$ cat config.mk
export PLATFORM = sky130hd
export DESIGN_NAME = mem_port_arbiter
export DESIGN_NICKNAME = d
export VERILOG_FILES = /design/src/rtl/mem_port_arbiter.sv
export SDC_FILE = /design/constraint.sdc
export NUM_CORES = 1
export LEC_CHECK = 0
export BUFFER_PORTS_ARGS = -buffer_cell sky130_fd_sc_hd__clkbuf_2
export CELL_PAD_IN_SITES_DETAIL_PLACEMENT = 1
export CELL_PAD_IN_SITES_GLOBAL_PLACEMENT = 2
export CORE_ASPECT_RATIO = 1.4
export CORE_MARGIN = 2
export CORE_UTILIZATION = 10
export DETAILED_ROUTE_END_ITERATION = 10
export GPL_TIMING_DRIVEN = 0
export HOLD_SLACK_MARGIN = 0.06
export PLACE_DENSITY = 0.95
export SYNTH_ARGS = -nofsm -noshare
export SYNTH_HDL_FRONTEND = slang
export SYNTH_SLANG_ARGS = --single-unit
$ cat constraint.sdc
create_clock -name clk -period 1.65 [get_ports clk]
set_input_delay 0.2475 -clock clk [delete_from_list [all_inputs] [get_ports clk]]
set_output_delay 0.2475 -clock clk [all_outputs]
set_load 0.01 [all_outputs]
$ cat src/rtl/mem_port_arbiter.sv
// mem_port_arbiter: shares one single-port synchronous RAM between the fetch
// stage (instruction reads) and the memory stage (loads/stores).
// Grants are combinational and at most one access is issued per cycle.
// A registered read-owner state steers the RAM read data, which arrives one
// cycle after the address, back to whichever requester issued the read.
// Optional build macro: MEM_ARB_FAIRNESS_EN adds a starvation counter so that
// fetch wins a contested cycle after STARVE_MAX consecutive data wins.
// Without the macro, data always has priority and STARVE_MAX is ignored.

module mem_port_arbiter #(
   parameter int ADDR_W     = 8,
   parameter int STARVE_MAX = 4
) (
   input  logic              clk,
   input  logic              reset,
   input  logic              if_req,
   input  logic [31:0]       if_addr,
   output logic              if_gnt,
   output logic              if_rvalid,
   output logic [31:0]       if_rdata,
   input  logic              dm_req,
   input  logic [3:0]        dm_wen,
   input  logic [31:0]       dm_addr,
   input  logic [31:0]       dm_wdata,
   output logic              dm_gnt,
   output logic              dm_rvalid,
   output logic [31:0]       dm_rdata,
   output logic [ADDR_W-1:0] ram_addr,
   output logic [3:0]        ram_wen,
   output logic [31:0]       ram_wdata,
   input  logic [31:0]       ram_rdata
);

   typedef enum logic [1:0] {
      OWN_IDLE  = 2'd0,
      OWN_RD_IF = 2'd1,
      OWN_RD_DM = 2'd2
   } owner_t;

   owner_t owner_r;
   logic   if_gnt_s;
   logic   dm_gnt_s;
   logic   fetch_wins_s;
   logic   if_rvalid_s;
   logic   dm_rvalid_s;
   logic   unused_addr_bits_s;

   // Only the word-address bits of the byte addresses reach the RAM.
   assign unused_addr_bits_s = ^{if_addr[31:ADDR_W+2], if_addr[1:0],
                                 dm_addr[31:ADDR_W+2], dm_addr[1:0]};

`ifdef MEM_ARB_FAIRNESS_EN
   localparam int CNT_W = (STARVE_MAX > 0) ? $clog2(STARVE_MAX + 1) : 1;
   localparam logic [CNT_W-1:0] STARVE_LIM = CNT_W'(STARVE_MAX);

   logic [CNT_W-1:0] starve_cnt_r;

   // Fetch overrides data priority once the starvation limit is reached.
   always_comb begin
      if (starve_cnt_r == STARVE_LIM) begin
         fetch_wins_s = 1'b1;
      end else begin
         fetch_wins_s = 1'b0;
      end
   end

   // Count consecutive data wins while fetch is waiting; clear when fetch is served or idle.
   always_ff @(posedge clk) begin
      if (reset) begin
         starve_cnt_r <= CNT_W'(0);
      end else if (if_gnt_s || !if_req) begin
         starve_cnt_r <= CNT_W'(0);
      end else if (dm_gnt_s && (starve_cnt_r != STARVE_LIM)) begin
         starve_cnt_r <= starve_cnt_r + CNT_W'(1);
      end else begin
         starve_cnt_r <= starve_cnt_r;
      end
   end
`else
   localparam int unused_starve_max = STARVE_MAX;

   // Strict data priority: fetch never overrides a pending data request.
   always_comb begin
      fetch_wins_s = 1'b0;
   end
`endif

   // Select at most one requester; nothing is granted while reset is held.
   always_comb begin
      if_gnt_s = 1'b0;
      dm_gnt_s = 1'b0;
      if (reset) begin
         if_gnt_s = 1'b0;
         dm_gnt_s = 1'b0;
      end else begin
         case ({if_req, dm_req})
            2'b11: begin
               if (fetch_wins_s) begin
                  if_gnt_s = 1'b1;
               end else begin
                  dm_gnt_s = 1'b1;
               end
            end
            2'b10:   if_gnt_s = 1'b1;
            2'b01:   dm_gnt_s = 1'b1;
            default: begin
               if_gnt_s = 1'b0;
               dm_gnt_s = 1'b0;
            end
         endcase
      end
   end

   // Drive the RAM port from the granted requester, or park it at zero.
   always_comb begin
      ram_addr  = {ADDR_W{1'b0}};
      ram_wen   = 4'b0000;
      ram_wdata = 32'h0000_0000;
      if (if_gnt_s) begin
         ram_addr  = if_addr[ADDR_W+1:2];
         ram_wen   = 4'b0000;
         ram_wdata = dm_wdata;
      end else if (dm_gnt_s) begin
         ram_addr  = dm_addr[ADDR_W+1:2];
         ram_wen   = dm_wen;
         ram_wdata = dm_wdata;
      end else begin
         ram_addr  = {ADDR_W{1'b0}};
         ram_wen   = 4'b0000;
         ram_wdata = 32'h0000_0000;
      end
   end

   // Read-owner FSM: remembers who issued the read whose data returns next cycle.
   always_ff @(posedge clk) begin
      if (reset) begin
         owner_r <= OWN_IDLE;
      end else begin
         case (owner_r)
            OWN_IDLE, OWN_RD_IF, OWN_RD_DM: begin
               if (if_gnt_s) begin
                  owner_r <= OWN_RD_IF;
               end else if (dm_gnt_s && (dm_wen == 4'b0000)) begin
                  owner_r <= OWN_RD_DM;
               end else begin
                  owner_r <= OWN_IDLE;
               end
            end
            default: owner_r <= OWN_IDLE;
         endcase
      end
   end

   // Decode the owner; a read issued just before reset must not complete.
   always_comb begin
      if (reset) begin
         if_rvalid_s = 1'b0;
         dm_rvalid_s = 1'b0;
      end else begin
         if_rvalid_s = (owner_r == OWN_RD_IF);
         dm_rvalid_s = (owner_r == OWN_RD_DM);
      end
   end

   assign if_gnt    = if_gnt_s;
   assign dm_gnt    = dm_gnt_s;
   assign if_rvalid = if_rvalid_s;
   assign dm_rvalid = dm_rvalid_s;
   assign if_rdata  = if_rvalid_s ? ram_rdata : 32'h0000_0000;
   assign dm_rdata  = dm_rvalid_s ? ram_rdata : 32'h0000_0000;

endmodule
Word-level counts from Yosys, hierarchy flattened. Cells that the tools add are included.

Word-level logic and storage cells: 31. Memory bits (writable): 0. Output and inout bits: 112. Latch bits: 0. Bits of input ports: 136. Register bits: 2. Memories: 0. ROM bits: 0.

$add $sub $neg: 0. Divide/modulo/power cells: 0. Shift-type cells: 0. Equality and inequality tests: 5. $mul: 0. $lt $le $gt $ge: 0. Reduce and logical (&&, ||, !) cells: 7. Muxes and demuxes: 16. Bitwise operators: 1.

Operators by type and width (number): 32-bit 2-to-1 mux (4); 8-bit 2-to-1 mux (2); 4-bit 2-to-1 mux (2); 1-bit 2-to-1 mux (7); 2-bit equality test (second input constant) (3); 3-bit OR reduction (2); 2-bit by 1-bit equality test with 1-bit output (second input constant) (2); 4-bit zero test (1); 2-bit OR reduction (2); 2-bit zero test (1); 2-bit 2-to-1 mux (1); 1-bit logical AND (1); 1-bit inverter (1).

Logic depth before layout (Yosys ltp). Gate-level depths: netlist of the first run.

Depth in word-level cells: 7. Gate-level depth with buffers: 3. Mapped depth without buffers: 2.

Worst setup path after synthesis of the first run. Ideal clock, no wire load.

Kind: flip-flop to output port. Start: register owner_r[1]. End: output dm_rdata[22]. Data required time: 1.402 ns. Arrival time: 0.985 ns. Buffers on the path: 1. Stages on the path, launching flop included: 4. Slack: 0.418 ns. Cells stage by stage: dfxtp_1 nor3b_2 buf_2 and2_1.

Longest elaborated chain between the ends: 3.

Ends and longest elaborated chain: start, declared (line 40) `owner_t owner_r;`; start signal, assigned (line 137) `owner_r <= OWN_IDLE;`; start signal, assigned (line 142) `owner_r <= OWN_RD_IF;`; start signal, assigned (line 144) `owner_r <= OWN_RD_DM;`; 2-bit equality test (line 161) `dm_rvalid_s = (owner_r == OWN_RD_DM);`; 1-bit 2-to-1 mux (line 156) `if (reset) begin`; named net dm_rvalid (line 26) `output logic dm_rvalid,`; 32-bit 2-to-1 mux (line 170) `assign dm_rdata = dm_rvalid_s ? ram_rdata : 32'h0000_0000;`; end, declared (line 27) `output logic [31:0] dm_rdata,`.

The timed path passes the listed nets, and every way through them passes these cells.

Worst setup path after layout of the first run.
Start: register owner_r[1]. End: output dm_rdata[6].

Longest elaborated chain between the ends: 3.

Ends and longest elaborated chain (line): 2-bit equality test (161); 1-bit 2-to-1 mux (156); 32-bit 2-to-1 mux (170).

Every way passes these cells.

==> flow_summary_export.csv, run 1 <==
group,metric,value,unit
run_status,status,"finished, final reports clean",
clocking,cts_made_buffers,3,
clocking,clock_latency,0.22,ns
logic_synthesis,ys_ff_latch,2,
critical_path,path_max_fanout,10,
logic_synthesis,syn_area,881,um^2
logic_synthesis,syn_area_per_cell,6.83,um^2
sta,tightest_slew,0.447,ns
route,wirelength,5420,um
logic_synthesis,ys_types,14,
job,drv_cap,0,
logic_synthesis,synth_edf_count,0,
sta,finalHoldViolCount,0,
route,ant_nets,0,
place,portBuffers,199,
logic_synthesis,yosysTopAreaCellShare,0.710,
route,drt-initial-drc-count,11,
sta,fin_setup_tns,0,ns
route,drc_errors,0,
critical_path,worst_ep_arrival_time,1.32,ns
layout,syn2layout_area_growth,149,%
place,gp_congestion,0.796,
sta,relSlewSlack,0.702,
route,vias,1697,
logic_synthesis,synth_async_sr_flop_share,0,
floorplanning,core_area,8560,um^2
logic_synthesis,ys_warn_count,0,
layout,top_regs,"owner_r (2)",
floorplanning,boundaryPins,248,
sta,fin_crit_sh,0.952,
logic_synthesis,synth_common_cells,"and2_1 (100), a22o_2 (8), clkbuf_2 (4)",
critical_path,start_kind,"flip-flop",
place,dp_hpwl,4910,um
clocking,cts_tree,"done",
pwr,power_frac_clock,0.488,
pwr,vdd_ir_drop_max,0.271,mV
clocking,clockBufferDepth,2,
clocking,clockRootBuffer,"clkbuf_16",
sta,fin_ws,0.0798,ns
layout,utilization,0.256,
clocking,ctsHoldBuffers,0,
floorplanning,start_util,0.103,
layout,regMostFlops,"owner_r",
floorplanning,dieArea,9590,um^2
global_routing,track_usage,0.105,
floorplanning,num_rows,40,
clocking,clkTransAtPathRegs,0.03,ns
sta,final-max-slew-violation-count,0,
clocking,htreeDepth,1,
sta,grt_setup_unrepaired,"no",
critical_path,required,1.40,ns
sta,fin_crit,1.57,ns
sta,fmax,637,MHz
clocking,clock_sinks,2,
logic_synthesis,ys.flop_type,"dfxtp_1",
layout,nets,473,
layout,drive_gt1_frac,0.696,
place,placed_cells,433,
layout,n_fill_cell,1124,
logic_synthesis,yosysSeqAreaShare,0.0455,
layout,stdcell_count,440,
min_path,hold_path.class,"in -> reg",
pwr,power_frac_seq,0.068,
sta,setup_viol,0,
logic_synthesis,synth.most_common_cell,"and2_1",
layout,regArea,45.0,um^2
place,dp_slack,-0.156,ns
global_routing,grt_overflow,0,
pwr,switchingPower,0.206,mW
sta,worst_hold_slack,0.368,ns
pwr,comb_power_share,0.444,
global_routing,grt_pass1_vias,1774,
pwr,switching_share,0.277,
logic_synthesis,yosysTopAreaCell,"and2_1",
pwr,p_int,0.537,mW
pwr,cellLeakagePower,1.37,nW
global_routing,grt_max_degree,11,
layout,multiInputGateArea,807,um^2
route,drt_pass1_iterations,5,
logic_synthesis,synthCells,129,
layout,n_antenna_cell,0,
logic_synthesis,postSynthNetCount,265,
logic_synthesis,synthTopCellsByArea,"and2_1 (71%), a22o_2 (9.1%), dfxtp_1 (4.5%)",
route,vias_per_cell,3.86,
global_routing,antenna_found_initial,0,
floorplanning,die_h,115,um
route,wl_per_cell,12.3,um
floorplanning,die_w,83.3,um
global_routing,grt_pass1_wl,8220,um
pwr,power_density,339,nW/um^2
sta,fin_skew,0.0000309,ns
critical_path,crit_type,"reg -> out",
layout,largest_register_ffs,2,
critical_path,crit_path_end_kind,"primary output",
## stage by stage
stage                     total power, mW  cell area, um^2
after floorplan                     0.178              881
after global placement              0.369             2010
after detailed placement            0.377             2010
after CTS                           0.759             2180
after global routing                0.793             2190
final                               0.743             2190
## power groups by stage
stage	clock network [mW]	logic (mW)	registers (mW)
5_1_grt	0.377	0.365	0.0506
3_5_place_dp	0	0.325	0.0517
4_1_cts	0.371	0.337	0.0516
2_1_floorplan	0	0.127	0.0514
6_report	0.362	0.330	0.0503
3_3_place_gp	0	0.318	0.0516
## repair_timing
item	4_1_cts	5_1_grt
setup buffers	6	1
endpoints found under the setup margin	71	78
resized for setup	13	12
## logic make-up (layout without fill, tap and decap cells)
group | after synthesis | after routing | synth area share
buffers and inverters | 10 | 216 | 0.0625
and+or+nand+nor | 108 | 108 | 0.790
DFF | 2 | 2 | 0.0455
AOI/OAI and AO/OA | 9 | 9 | 0.102
## worst max-delay path, stage by stage (launching register included)
cell      delay (ns)
dfxtp_4         0.36
nor3b_4         0.21
buf_6           0.14
buf_8           0.11
and2_1          0.15
clkbuf_2        0.13
## final timing paths
check	from	end	slack, ns	depth (start not counted)
max	owner_r[1]$_SDFF_PP0_	dm_rdata[6]	0.08	5
min	dm_wen[3]	owner_r[1]$_SDFF_PP0_	0.37	3
max reg2reg	owner_r[1]$_SDFF_PP0_	owner_r[0]$_SDFF_PP0_	0.94	2
min reg2reg	owner_r[0]$_SDFF_PP0_	owner_r[0]$_SDFF_PP0_	0.55	2
## cells in the final DEF, fill, tap and decap left out
master,n
and2_1,99
and3_1,1
clkbuf_8,3
buf_6,3
dfxtp_4,1
buf_8,1
dfxtp_2,1
and2_4,1
nor4_1,1
buf_4,4
clkbuf_16,3
o21ba_2,1
and2_2,1
nor3b_4,3
clkbuf_2,202
and2b_2,1
a22o_2,8
nand2_1,1
## metal layers
layer,share of wire,track usage
met4,0,0.0120
met2,0.56,0.225
met1,0.31,0.0957
met3,0.13,0.0380
met5,0,0
## final cells by class
type | instances | area share
Tap cell | 105 | 0.0600
Buffer | 8 | 0.0377
Sequential cell | 2 | 0.0206
Clock buffer | 3 | 0.0343
Timing Repair Buffer | 205 | 0.479
Multi-Input combinational cell | 117 | 0.369
Power figures use the tool's default switching activity.
==> run 2: changes to the inputs <==
==> config.mk (replaced) <==
export PLATFORM = sky130hd
export DESIGN_NAME = mem_port_arbiter
export DESIGN_NICKNAME = d
export VERILOG_FILES = /design/src/rtl/mem_port_arbiter.sv
export SDC_FILE = /design/constraint.sdc
export NUM_CORES = 1
export LEC_CHECK = 0
export BUFFER_PORTS_ARGS = -buffer_cell sky130_fd_sc_hd__clkbuf_2
export CORE_AREA = 2 2 96 98
export DETAILED_ROUTE_END_ITERATION = 10
export DIE_AREA = 0 0 98 100
export GPL_TIMING_DRIVEN = 0
export HOLD_SLACK_MARGIN = 0.06
export PLACE_DENSITY = 0.5
export SYNTH_ARGS = -nofsm -noshare
export SYNTH_HDL_FRONTEND = slang
export SYNTH_SLANG_ARGS = --single-unit
==> run 2 against run 1 <==
Clock skew increased by 0.0019 ns. Global-route usage decreased by 3.1 points. Final cell count rose by 1.1%. Largest power group is now combinational logic. Total power is 25% lower. Register-to-register slack about the same. Die area rose by 2.2%. Maximum frequency increased by 0.54%.
==> flow_summary_export.csv, run 2 (same netlist as run 1, synthesis figures left out) <==
group,metric,value,unit
run_status,status,"finished, final reports clean",
sta,final-max-slew-violation-count,0,
floorplanning,core_area,8890,um^2
min_path,worstHoldEndpoint,"owner_r[1]$_SDFF_PP0_",
critical_path,crit_slowest_cell,"dfxtp_2",
layout,utilization,0.240,
clocking,ctsHoldBuffers,0,
pwr,comb_power_share,0.571,
floorplanning,dieArea,9800,um^2
pwr,switchingPower,0.178,mW
pwr,fin_total_pwr,0.561,mW
sta,fin_crit,1.56,ns
pwr,vdd_ir_drop_max,0.132,mV
floorplanning,num_rows,35,
layout,top_regs,"owner_r (2)",
layout,n_antenna_cell,0,
global_routing,track_usage,0.0748,
layout,layout_commonest_cell,"clkbuf_2",
sta,fin_skew,0.00188,ns
global_routing,grt_max_degree,11,
route,vias_per_cell,3.67,
sta,fmax,640,MHz
pwr,power_frac_seq,0.093,
sta,relSlewSlack,0.724,
pwr,cellLeakagePower,1.34,nW
critical_path,reg2reg_slack,0.94,ns
place,gp_congestion,0.728,
sta,fin_crit_sh,0.947,
critical_path,path_max_fanout,10,
floorplanning,start_util,0.0991,
critical_path,worst_ep_arrival_time,1.31,ns
sta,setup_viol,0,
clocking,cts_tree,"done",
sta,worst_hold_slack,0.370,ns
clocking,clockBufferDepth,2,
critical_path,cp_num_buf_inv,3,
min_path,hold_path.class,"in -> reg",
floorplanning,boundaryPins,248,
min_path,hp-start,"dm_wen[3]",
global_routing,antenna_found_initial,0,
critical_path,crit_type,"reg -> out",
pwr,p_int,0.382,mW
layout,drive_gt1_frac,0.689,
route,vias,1633,
sta,grt_setup_unrepaired,"yes",
clocking,htreeDepth,1,
critical_path,worst_r2r_path_depth,2,
global_routing,grt_pass1_wl,6130,um
route,wirelength,4030,um
critical_path,r2r-start,"owner_r[0]$_SDFF_PP0_",
pwr,power_frac_clock,0.337,
critical_path,path_cells,"nor3b_4 -> buf_6 -> buf_4 -> and2_1 -> clkbuf_2",
min_path,min_path_cells,3,
layout,layout_common_cells,"clkbuf_2 (201), and2_1 (100), a22o_2 (8)",
layout,regMostFlops,"owner_r",
clocking,clock_sinks,2,
pwr,power_density,263,nW/um^2
layout,largest_register_ffs,2,
pwr,switching_share,0.318,
floorplanning,die_w,98,um
route,drt-initial-drc-count,37,
critical_path,crit_family,"buffers and inverters",
critical_path,slowest_delay,0.35,ns
clocking,clkTransAtPathRegs,0.03,ns
floorplanning,die_h,100,um
critical_path,required,1.40,ns
clocking,cts_made_buffers,3,
global_routing,grt_pass1_vias,1453,
clocking,clock_latency,0.21,ns
route,drt_pass1_iterations,3,
critical_path,start_kind,"flip-flop",
place,dp_hpwl,3720,um
sta,tightest_slew,0.414,ns
sta,fin_setup_tns,0,ns
layout,syn2layout_area_growth,142,%
route,drc_errors,0,
global_routing,grt_overflow,0,
sta,finalHoldViolCount,0,
layout,nets,472,
route,wl_per_cell,9.05,um
route,ant_nets,0,
critical_path,crit_path_end_kind,"primary output",
job,drv_cap,0,
place,portBuffers,199,
critical_path,r2r_end,"owner_r[0]$_SDFF_PP0_",
clocking,clockRootBuffer,"clkbuf_8",
run 2: cell type report:
| type | count | area [um^2] |
|---|---|---|
| fill | 1002 | 6760 |
| clock buffer | 3 | 41.3 |
| sequential | 2 | 42.5 |
| timing repair buffer | 202 | 1030 |
| tap | 111 | 139 |
| buffer | 10 | 80.1 |
| multi-input combinational | 117 | 805 |
run 2: per-layer routing:
layer / routed length (um) / vias up / share of wire / global-route usage
met5: 0 / - / 0 / 0
met2: 2210 / 135 / 0.55 / 0.160
li1: - / 815 / - / -
met1: 1240 / 681 / 0.31 / 0.0690
met4: 27 / 0 / 0.0067 / 0.0192
met3: 555 / 2 / 0.14 / 0.0181
run 2: metrics by stage:
step	instances	cell area [um^2]	setup slack, ns
after floorplan	129	881	0.418
after global placement	439	2020	-0.0845
after detailed placement	439	2020	-0.0745
after CTS	444	2100	0.00472
after global routing	445	2130	-0.00829
final	445	2130	0.0882
run 2: worst max-delay path by stage:
| stage | start | end | slack (ns) | cells after the start |
|---|---|---|---|---|
| 2_1_floorplan | owner_r[1]$_SDFF_PP0_ | dm_rdata[22] | 0.42 | 3 |
| 3_3_place_gp | reset | dm_rdata[28] | -0.08 | 5 |
| 3_5_place_dp | reset | if_rdata[12] | -0.07 | 5 |
| 4_1_cts | reset | ram_wdata[7] | 0.005 | 5 |
| 5_1_grt | reset | ram_wdata[11] | -0.008 | 5 |
| 6_report | owner_r[1]$_SDFF_PP0_ | dm_rdata[28] | 0.09 | 5 |
run 2: what timing repair did:
action | 4_1_cts | 5_1_grt
gates resized for setup | 9 | 15
setup endpoints to repair | 60 | 61
buffers inserted | 2 | 1
hold endpoints to repair | 0 | 0
run 2: worst reg2reg max path, stage by stage, from the launching register on:
cell     delay [ns]
dfxtp_2        0.35
nand2_1        0.07
and2_2         0.18
run 2: power groups by stage:
stage	Combinational, mW	Sequential, mW	Clock (mW)
4_1_cts	0.321	0.0518	0.197
5_1_grt	0.353	0.0520	0.202
6_report	0.320	0.0519	0.189
2_1_floorplan	0.127	0.0514	0
3_3_place_gp	0.313	0.0516	0
3_5_place_dp	0.317	0.0516	0
==> run 3: changes to the inputs <==
--- a/config.mk
+++ b/config.mk
@@ -6,12 +6,15 @@
 export NUM_CORES = 1
 export LEC_CHECK = 0
 export BUFFER_PORTS_ARGS = -buffer_cell sky130_fd_sc_hd__clkbuf_2
-export CORE_AREA = 2 2 96 98
+export CELL_PAD_IN_SITES_DETAIL_PLACEMENT = 2
+export CELL_PAD_IN_SITES_GLOBAL_PLACEMENT = 2
+export CORE_ASPECT_RATIO = 1.4
+export CORE_MARGIN = 2
+export CORE_UTILIZATION = 10
 export DETAILED_ROUTE_END_ITERATION = 10
-export DIE_AREA = 0 0 98 100
 export GPL_TIMING_DRIVEN = 0
 export HOLD_SLACK_MARGIN = 0.06
-export PLACE_DENSITY = 0.5
+export PLACE_DENSITY = 0.95
 export SYNTH_ARGS = -nofsm -noshare
 export SYNTH_HDL_FRONTEND = slang
 export SYNTH_SLANG_ARGS = --single-unit
==> run 3 against run 2 <==
Sequential share of layout area increased by 0.051 points. Non-clock buffer count increased by 2. Register-to-register slack about the same. Hold slack got worse by 0.0039 ns. Largest power group is now the clock network. Sequential cell count unchanged. Combinational power increased by 5%. Clock-buffer cell count unchanged. Clock skew decreased by 0.0011 ns. Final cell count decreased by 0.90%. Die area decreased by 2.2%.
==> flow_summary_export.csv, run 3 (same netlist as run 1, synthesis figures left out) <==
group,metric,value,unit
layout,top_regs,"owner_r (2)",
global_routing,grt_pass1_wl,9540,um
layout,nets,474,
pwr,vdd_ir_drop_max,0.225,mV
place,portBuffers,199,
sta,fin_skew,0.000789,ns
critical_path,path_cells,"nor3b_4 -> buf_6 -> clkbuf_8 -> and2_1 -> buf_2",
route,wl_per_cell,14.1,um
place,dp_slack,-0.170,ns
global_routing,grt_max_degree,11,
clocking,clockBufferDepth,2,
clocking,cts_tree,"done",
sta,fmax,637,MHz
route,drt_pass1_iterations,4,
critical_path,crit_slowest_cell,"dfxtp_4",
critical_path,crit_type,"reg -> out",
place,dp_hpwl,5560,um
sta,relSlewSlack,0.697,
route,vias,1719,
floorplanning,die_w,83.3,um
floorplanning,boundaryPins,248,
sta,fin_ws,0.0803,ns
layout,n_fill_cell,1049,
critical_path,worst_ep_arrival_time,1.32,ns
sta,grt_setup_unrepaired,"no",
clocking,htreeDepth,1,
global_routing,antenna_found_initial,0,
layout,regMostFlops,"owner_r",
critical_path,slowest_delay,0.36,ns
critical_path,start_kind,"flip-flop",
clocking,clkTransAtPathRegs,0.03,ns
sta,tightest_slew,0.454,ns
layout,drive_gt1_frac,0.696,
floorplanning,core_area,8560,um^2
critical_path,crit_path_end_kind,"primary output",
sta,setup_viol,0,
route,vias_per_cell,3.90,
sta,fin_setup_tns,0,ns
floorplanning,die_h,115,um
critical_path,path_max_fanout,5,
layout,largest_register_ffs,2,
sta,fin_crit,1.57,ns
global_routing,grt_pass1_vias,1945,
floorplanning,num_rows,40,
sta,final-max-slew-violation-count,0,
place,gp_congestion,0.796,
pwr,power_density,341,nW/um^2
floorplanning,start_util,0.103,
run_status,status,"finished, final reports clean",
layout,multiInputGateArea,807,um^2
pwr,fin_total_pwr,0.751,mW
sta,finalHoldViolCount,0,
layout,layout_commonest_cell,"clkbuf_2",
layout,design_area,2200,um^2
clocking,clockRootBuffer,"clkbuf_16",
layout,syn2layout_area_growth,150,%
global_routing,track_usage,0.122,
critical_path,required,1.40,ns
layout,regArea,45.0,um^2
route,ant_nets,0,
route,drt-initial-drc-count,27,
min_path,hold_path.class,"in -> reg",
layout,layout_common_cells,"clkbuf_2 (199), and2_1 (99), a22o_2 (8)",
place,dpl-instance-area,2010,um^2
floorplanning,dieArea,9590,um^2
job,drv_cap,0,
global_routing,grt_overflow,0,
layout,stdcell_count,441,
sta,fin_crit_sh,0.951,
route,drc_errors,0,
route,wirelength,6210,um
pwr,cellLeakagePower,1.37,nW
place,placed_cells,433,
layout,n_antenna_cell,0,
clocking,cts_made_buffers,3,
clocking,clock_latency,0.22,ns
clocking,ctsHoldBuffers,0,
clocking,clock_sinks,2,
-- run 3: cell types whose count changed in the layout (fill, tap and decap cells not counted), sizes merged --
cell	previous run	this run
clkbuf	206	207
buf	9	10
-- run 3: critical path: cells and delay by family, from the launching register on --
| kind | cells | cell delay, ns |
|---|---|---|
| buffers and inverters | 3 | 0.42 |
| flip-flops | 1 | 0.36 |
| AND/OR/NAND/NOR | 2 | 0.32 |
-- run 3: per-layer routing --
layer | vias to the layer above | GRT usage | share of wire
met1 | 763 | 0.113 | 0.32
met3 | 0 | 0.0416 | 0.11
met5 | - | 0 | 0
li1 | 816 | - | -
met4 | 0 | 0.00984 | 0
met2 | 140 | 0.261 | 0.57
-- run 3: area by class of cell --
class / count / share of cell area
timing repair buffer: 205 / 0.477
multi-input combinational: 117 / 0.366
tap: 105 / 0.0597
buffer: 9 / 0.0420
clock buffer: 3 / 0.0341
sequential: 2 / 0.0205
-- run 3: where the power goes --
part | switching (mW) | total (mW) | leakage [nW] | internal, mW
clock | 0.0558 | 0.364 | 0.0370 | 0.308
sequential | 0.00159 | 0.0503 | 0.0175 | 0.0488
combinational | 0.156 | 0.336 | 1.32 | 0.180
-- run 3: final timing paths --
path	slack, ns	to	startpoint	cells after the start
worst max-delay path	0.08	dm_rdata[7]	owner_r[1]$_SDFF_PP0_	5
worst min register to register	0.56	owner_r[0]$_SDFF_PP0_	owner_r[0]$_SDFF_PP0_	2
worst max register to register	0.93	owner_r[0]$_SDFF_PP0_	owner_r[1]$_SDFF_PP0_	2
worst min-delay path	0.37	owner_r[1]$_SDFF_PP0_	dm_wen[3]	3
-- run 3: stage by stage --
step / hold slack, ns / util
final: 0.366 / 0.257
after global routing: 0.379 / 0.257
after detailed placement: 0.554 / 0.235
after floorplan: 0.477 / -
after CTS: 0.370 / 0.256
after global placement: 0.533 / 0.235
-- run 3: timing repair --
item,4_1_cts,5_1_grt
setup endpoints to repair,68,44
cloned,1,0
gates resized for setup,16,14
buffers inserted,5,0
